[config.mk]
export PLATFORM = sky130hd
export DESIGN_NAME = input_unpack_sequencer
export DESIGN_NICKNAME = d
export VERILOG_FILES = /design/src/rtl/bitfusion_pkg.sv /design/src/rtl/brick_slice_mux.sv /design/src/rtl/input_unpack_sequencer.sv
export SDC_FILE = /design/constraint.sdc
export NUM_CORES = 1
export LEC_CHECK = 0
export ABC_AREA = 1
export CAP_MARGIN = 20
export CORE_MARGIN = 5
export CORE_UTILIZATION = 34
export CTS_CLUSTER_SIZE = 12
export DETAILED_ROUTE_END_ITERATION = 16
export GPL_TIMING_DRIVEN = 0
export PLACE_DENSITY_LB_ADDON = 0.05
export SYNTH_ARGS = -nofsm -noshare
export SYNTH_HDL_FRONTEND = slang
export SYNTH_HIERARCHICAL = 1
export SYNTH_SLANG_ARGS = --single-unit
[constraint.sdc]
create_clock -name clk -period 1.68 [get_ports clk]
set_input_delay 0.504 -clock clk [delete_from_list [all_inputs] [get_ports clk]]
set_output_delay 0.504 -clock clk [all_outputs]
set_load 0.1 [all_outputs]
[src/rtl/bitfusion_pkg.sv]
// Shared constants, mode encodings and FSM state type for the BitFusion input path.
package bitfusion_pkg;

  localparam int BRICK_W = 2;
  localparam int SLICE_W = 32;

  localparam logic [1:0] MODE_8B = 2'b00;
  localparam logic [1:0] MODE_4B = 2'b01;
  localparam logic [1:0] MODE_2B = 2'b10;

  typedef enum logic {
    ST_IDLE = 1'b0,
    ST_EMIT = 1'b1
  } fsm_state_t;

  // Number of beats a word occupies on the output for a given weight mode.
  // Both 2'b10 and 2'b11 mean 2-bit weights.
  function automatic logic [2:0] nbeats(input logic [1:0] mode);
    case (mode)
      MODE_8B: return 3'd1;
      MODE_4B: return 3'd2;
      default: return 3'd4;
    endcase
  endfunction

endpackage

[src/rtl/brick_slice_mux.sv]
// Combinational brick sorter/replicator for one 32-bit slice of the held word.
module brick_slice_mux
  import bitfusion_pkg::*;
(
  input  logic [SLICE_W-1:0] slice,
  input  logic [1:0]         mode,
  input  logic [1:0]         beat,
  output logic [SLICE_W-1:0] out
);

  logic [7:0] src_byte;

  // Select the source byte(s) for this beat and replicate the bricks into place.
  always_comb begin
    out      = '0;
    src_byte = '0;
    case (mode)
      MODE_8B: begin
        out = slice;
      end
      MODE_4B: begin
        // Nibble j takes brick j/2 of byte (2*beat + j%2), replicated twice.
        for (int j = 0; j < 8; j++) begin
          src_byte        = slice[{beat[0], j[0], 3'b000} +: 8];
          out[4*j +: 4]   = {2{src_byte[BRICK_W*(j/2) +: BRICK_W]}};
        end
      end
      default: begin
        // Byte i takes brick i of byte `beat`, replicated four times.
        src_byte = slice[{beat, 3'b000} +: 8];
        for (int i = 0; i < 4; i++) begin
          out[8*i +: 8] = {4{src_byte[BRICK_W*i +: BRICK_W]}};
        end
      end
    endcase
  end

endmodule

[src/rtl/input_unpack_sequencer.sv]
// Sequencing input unpacker: holds one packed word and emits 1/2/4 brick beats
// towards the PE array depending on the weight bitwidth latched with the word.
//
// Handshakes: a transfer happens on a side exactly in the cycle where its
// valid and ready are both high at the clock edge. out_valid never depends on
// out_ready; in_ready depends combinationally on out_ready and flush so that a
// new word can be taken in the same cycle the last beat of the old word leaves.
module input_unpack_sequencer
  import bitfusion_pkg::*;
#(
  parameter int DATA_W = 32
) (
  input  logic              clk,
  input  logic              reset_n,
  input  logic [1:0]        weight_bitwidth,
  input  logic              flush,
  input  logic              in_valid,
  output logic              in_ready,
  input  logic [DATA_W-1:0] in_data,
  output logic              out_valid,
  input  logic              out_ready,
  output logic [DATA_W-1:0] out_data,
  output logic [1:0]        out_beat,
  output logic              out_last,
  output logic              busy,
  output fsm_state_t        state_dbg
);

  localparam int NSLICE = DATA_W / SLICE_W;

  fsm_state_t        state_q, state_n;
  logic [DATA_W-1:0] word_q, word_n;
  logic [1:0]        mode_q, mode_n;
  logic [1:0]        beat_q, beat_n;

  logic              last_beat;
  logic              in_fire;
  logic              out_fire;
  logic [DATA_W-1:0] mux_out;

  assign last_beat = (state_q == ST_EMIT) && ({1'b0, beat_q} == (nbeats(mode_q) - 3'd1));
  assign in_ready  = !flush && ((state_q == ST_IDLE) || (out_ready && last_beat));
  assign in_fire   = in_valid && in_ready;
  assign out_fire  = out_valid && out_ready;

  // State, held word, latched mode and beat counter.
  always_ff @(posedge clk or negedge reset_n) begin
    if (!reset_n) begin
      state_q <= ST_IDLE;
      word_q  <= '0;
      mode_q  <= MODE_8B;
      beat_q  <= 2'd0;
    end else begin
      state_q <= state_n;
      word_q  <= word_n;
      mode_q  <= mode_n;
      beat_q  <= beat_n;
    end
  end

  // Next-state logic: flush beats everything, then accept, then beat advance.
  always_comb begin
    state_n = state_q;
    word_n  = word_q;
    mode_n  = mode_q;
    beat_n  = beat_q;
    if (flush) begin
      state_n = ST_IDLE;
      word_n  = '0;
      mode_n  = MODE_8B;
      beat_n  = 2'd0;
    end else if (in_fire) begin
      state_n = ST_EMIT;
      word_n  = in_data;
      mode_n  = weight_bitwidth;
      beat_n  = 2'd0;
    end else if (out_fire) begin
      if (last_beat) begin
        state_n = ST_IDLE;
        beat_n  = 2'd0;
      end else begin
        beat_n  = beat_q + 2'd1;
      end
    end
  end

  for (genvar s = 0; s < NSLICE; s++) begin : g_slice
    brick_slice_mux u_mux (
      .slice (word_q[SLICE_W*s +: SLICE_W]),
      .mode  (mode_q),
      .beat  (beat_q),
      .out   (mux_out[SLICE_W*s +: SLICE_W])
    );
  end

  // Outputs come only from registers and read as zero while nothing is held.
  always_comb begin
    out_valid = (state_q == ST_EMIT);
    busy      = out_valid;
    out_data  = out_valid ? mux_out : '0;
    out_beat  = out_valid ? beat_q : 2'd0;
    out_last  = last_beat;
    state_dbg = state_q;
  end

endmodule
# Word-level counts from Yosys, hierarchy flattened
# Index checks and enable logic that the tools add are counted.
# word_totals
register_bits	37
inputBits	39
out_inout_bits	39
elab_cells	40
# op_classes
addsub	2
eq_ne	2
n_shift	3
mux	16
bitwise	1
reduce_logical	12
# ops
cell	count
$mux 32	3
$shiftx 32x6->8	3
$pmux 32 s2	1
$mux 2	7
$pmux 3 s2	1
$reduce_bool 3->1	2
$logic_and 1x1->1	5
$mux 1	4
$eq 2x3->1	1
$sub 3x1->3 const B	1
$add 2x1->2 const B	1
$eq 2x1->1 const B	1
$logic_not 2->1	1
$reduce_and 2->1	1
$reduce_bool 2->1	1
$logic_not 1->1	1
$logic_or 1x1->1	1
$not 1->1	1

# Logic depth before layout (Yosys ltp)
# logic_depth
word_depth	11
depth_mapped	10
depth_no_buf	9

# By module
# Netlist, hierarchy kept.
# modules_own_cells
module	instances	cells_each	area_each_um2	seq_area_each_um2
input_unpack_sequencer	1	258	1974.4	925.9
brick_slice_mux	1	235	1107.3	0.0

# Least setup slack after synthesis
# Ideal clock, no wire load.
# synth_path
path_kind	register to output
startpoint	register state_q (netlist: busy)
endpoint	output port out_data[10]
t_arrival_ps	2238
t_required_ps	1176
setup_slack_ps	-1062
stages_incl_launch_ff	5
n_path_buf	2
cell_sequence	dfrtp_1 -> buf_2 -> clkbuf_1 -> nand2_1 -> inv_1
# synth_between
elab_chain_len	1
# synth_lines
item	line_no	rtl
start, declared	input_unpack_sequencer.sv:31	fsm_state_t state_q, state_n;
start signal, assigned	input_unpack_sequencer.sv:54	state_q <= state_n;
$mux 32	input_unpack_sequencer.sv:100	out_data = out_valid ? mux_out : '0;
end, declared	input_unpack_sequencer.sv:22	output logic [DATA_W-1:0] out_data,
# Every way passes these cells.

# Worst setup path in the final report
# layout_path
startpoint	register mode_q[1]
endpoint	output port in_ready
# layout_between
elab_chain_len	8
word_cells_on_any_way	9
classes_between	add/sub: 1; eq/ne: 2; mux: 1; reduce/logical: 5
# layout_lines
item	line_no	rtl
start, declared	input_unpack_sequencer.sv:33	logic [1:0] mode_q, mode_n;
start signal, assigned	input_unpack_sequencer.sv:56	mode_q <= mode_n;
$eq 2x1->1 / $logic_not 2->1 (equally long branches)	bitfusion_pkg.sv:19	case (mode)
$pmux 3 s2 (*)	bitfusion_pkg.sv:19	
$sub 3x1->3 (*)	input_unpack_sequencer.sv:41	assign last_beat = (state_q == ST_EMIT) && ({1'b0, beat_q} == (nbeats(mode_q) - 3'd1));
$eq 2x3->1 (*)	input_unpack_sequencer.sv:41	
$logic_and 1x1->1 (*)	input_unpack_sequencer.sv:41	
$logic_and 1x1->1 (*)	input_unpack_sequencer.sv:42	assign in_ready = !flush && ((state_q == ST_IDLE) || (out_ready && last_beat));
$logic_or 1x1->1 (*)	input_unpack_sequencer.sv:42	
$logic_and 1x1->1 (*)	input_unpack_sequencer.sv:42	
end, declared	input_unpack_sequencer.sv:18	output logic in_ready,
# Mark *: on every way between the ends. The rest lies on a longest branch, timed or not.

==> flow_summary.toml <==
[status]
status = "complete, but fails checks"
violations = "setup timing"

[global_route]
grt_max_degree = 38
busiest_layer = "met2"
grt_first_pass_wirelength_um = 17000
grtUsageMet1 = 0.261
grt_use_met2 = 0.312
first_global_vias = 3241
antenna_found_initial = 0
grt_usage = 0.189
gr-total-overflow = 0
met3_usage = 0.0240

[sta]
finalCriticalPeriod_ns = 2.29
hold_viol_final = 0
relSlewSlack = 0.457
setup_tns_ns = -20.70
clock.fmax_mhz = 437
fin_crit_sh = 1.36
layout_setup_ws_ns = -0.609
rsz0062_at_grt = "yes"
setup_viol = 68
finalMaxSlewViolations = 0
worst_pin_slew_ns = 0.815
finClkSkew_ns = 0.00460

[cts]
cts.sinks = 37
cts_tree = "yes"
clockBufferDepth = 2
htree_num_levels = 2
holdBufCountCts = 0
cts_buffers = 5
clock_latency_ns = 0.28
clk_pin_slew_ns = 0.07
cts_root_buf = "clkbuf_8"

[finish]
final_area_um2 = 5180
mostFrequentLayoutCells = "116 x nand2_1, 70 x nand3_1, 57 x nand2_2"
final_layout_size_suffix_gt1_frac = 0.415
final_common_cell = "nand2_1"
antenna_cells = 0
nets = 635
fill_cells = 847
syn_to_final_growth_pct = 68.0
seq_area_um2 = 935
multi_input_area_um2 = 1880

[drt]
vias_per_cell = 4.84
route.detailed.drc = 0
initialDrtViolationCount = 99
post_drt_wl_per_cell_um = 14.8
dr_total_vias = 3415
ant_nets = 0
first_pass_iters = 4
wl_um = 10500

[placement]
placed_cell_area_um2 = 4300
dpl.hpwl_um = 7980
numPortBuffers = 76
globalplace.congestion = 0.874

[worst_setup_path]
crit_slowest_cell = "dfrtp_2"
cp.arrival_ns = 1.79
worstSetupPathType = "register to primary output"
critPathMaxStageDelay_ns = 0.44
cp_max_fo = 3
cp-end-kind = "primary output"
required_ns = 1.18
startpoint_type = "register"
crit_chain = "buf_4, inv_2, a21oi_4, nor2_4, nand3_4, a21oi_4, buf_12, buf_12"

[power]
ir_drop_v = 0.000535
power_density_nw_per_um2 = 631
leakage_nw = 2.33

[synthesis]
synth.net_count = 532
yosys_register_bits = 37
syn_area_um2 = 3080
synth_cell_types = 23
synth_area_per_cell_um2 = 6.25
synth_warnings = 6
syn_inst = 493
seq_area_frac_synth = 0.300

[job]
drv_cap = 0

[floorplanning]
rows = 34
die_w_um = 105
die_area_um2 = 11100
io_pins = 78
initial_core_util = 0.352
design.core.area_um2 = 8760
dieHeight_um = 105

[worst_hold_path]
min_path_type = "input pin to asynchronous set/reset pin"
-- Yosys cell counts --
library cell,number,area (µm²)
o21ai_0,2,10.0
nand2_2,1,6.26
a21oi_4,1,16.3
clkbuf_8,3,41.3
buf_2,9,45.0
clkbuf_1,3,11.3
buf_1,2,7.51
inv_2,2,7.51
nand3_4,1,17.5
nor2_4,1,11.3
nand2_1,176,661
inv_1,74,278
inv_4,2,12.5
nand3_2,13,130
buf_4,4,30.0
nand3_1,81,405
nand2_4,1,11.3
dfrtp_1,37,926
nor2_1,34,128
buf_6,11,124
a21oi_1,27,135
a21oi_2,7,61.3
nor2_2,1,6.26
-- cells by family after synthesis --
family          synth area share
compound gates            0.0723
buf+inv                    0.181
flops                      0.300
simple gates               0.447
-- final cells by class --
class | instances | share of cell area
Multi-Input combinational cell | 346 | 0.363
Timing Repair Buffer | 96 | 0.248
Sequential cell | 37 | 0.181
Inverter | 78 | 0.0846
Buffer | 32 | 0.0759
Tap cell | 108 | 0.0261
Clock buffer | 7 | 0.0167
Clock inverter | 1 | 0.00580
-- flip-flops by register name, summed over array words and instances (netlist names) --
signal  flops
word_q     32
beat_q      2
mode_q      2
busy        1
-- where the power goes --
group          total [W]  internal, W  switching [W]
Sequential       0.00105     0.000953      0.0000938
Clock           0.000782     0.000484       0.000298
Combinational    0.00144     0.000566       0.000871
-- metal layers --
metal / wire [µm] / up-vias
met3: 750 / 12
li1: - / 1723
met4: 143 / 0
met2: 5020 / 116
met5: 0 / -
met1: 4540 / 1564
-- worst max-delay path, delay by kind of cell (launching register included) --
family | cells | cell delay, ns
buffers and inverters | 4 | 0.55
DFF | 1 | 0.44
AOI/OAI and AO/OA | 2 | 0.29
and+or+nand+nor | 2 | 0.23
-- final timing paths --
check,from,to,slack [ns],cells after the start
max in group asynchronous,reset_n,busy,0.77,1
max reg2reg,mode_q[1],word_q[7],-0.06,11
min in group clk,word_q[24],word_q[24],0.54,2
max,mode_q[1],in_ready,-0.61,8
min,reset_n,word_q[20],0.30,1
min reg2reg,word_q[24],word_q[24],0.54,2
-- stage by stage --
step	std cells	hold slack [ns]	setup slack [ns]	power, W	util
4_1_cts	698	0.335	-0.606	0.00322	0.567
3_3_place_gp	677	0.519	-1.57	0.00226	0.491
5_1_grt	705	0.371	-0.710	0.00343	0.591
2_1_floorplan	493	0.208	-0.310	0.00192	-
3_5_place_dp	677	0.529	-1.58	0.00227	0.491
6_report	705	0.302	-0.609	0.00327	0.591
-- timing repair --
item	in CTS	in global routing
setup endpoints to repair	39	69
setup buffers	12	7
pin swaps	6	5
gates resized for setup	374	40
endpoints found under the hold margin	0	0
gates cloned	1	0
Note: power is estimated with default switching activity, not from simulation.
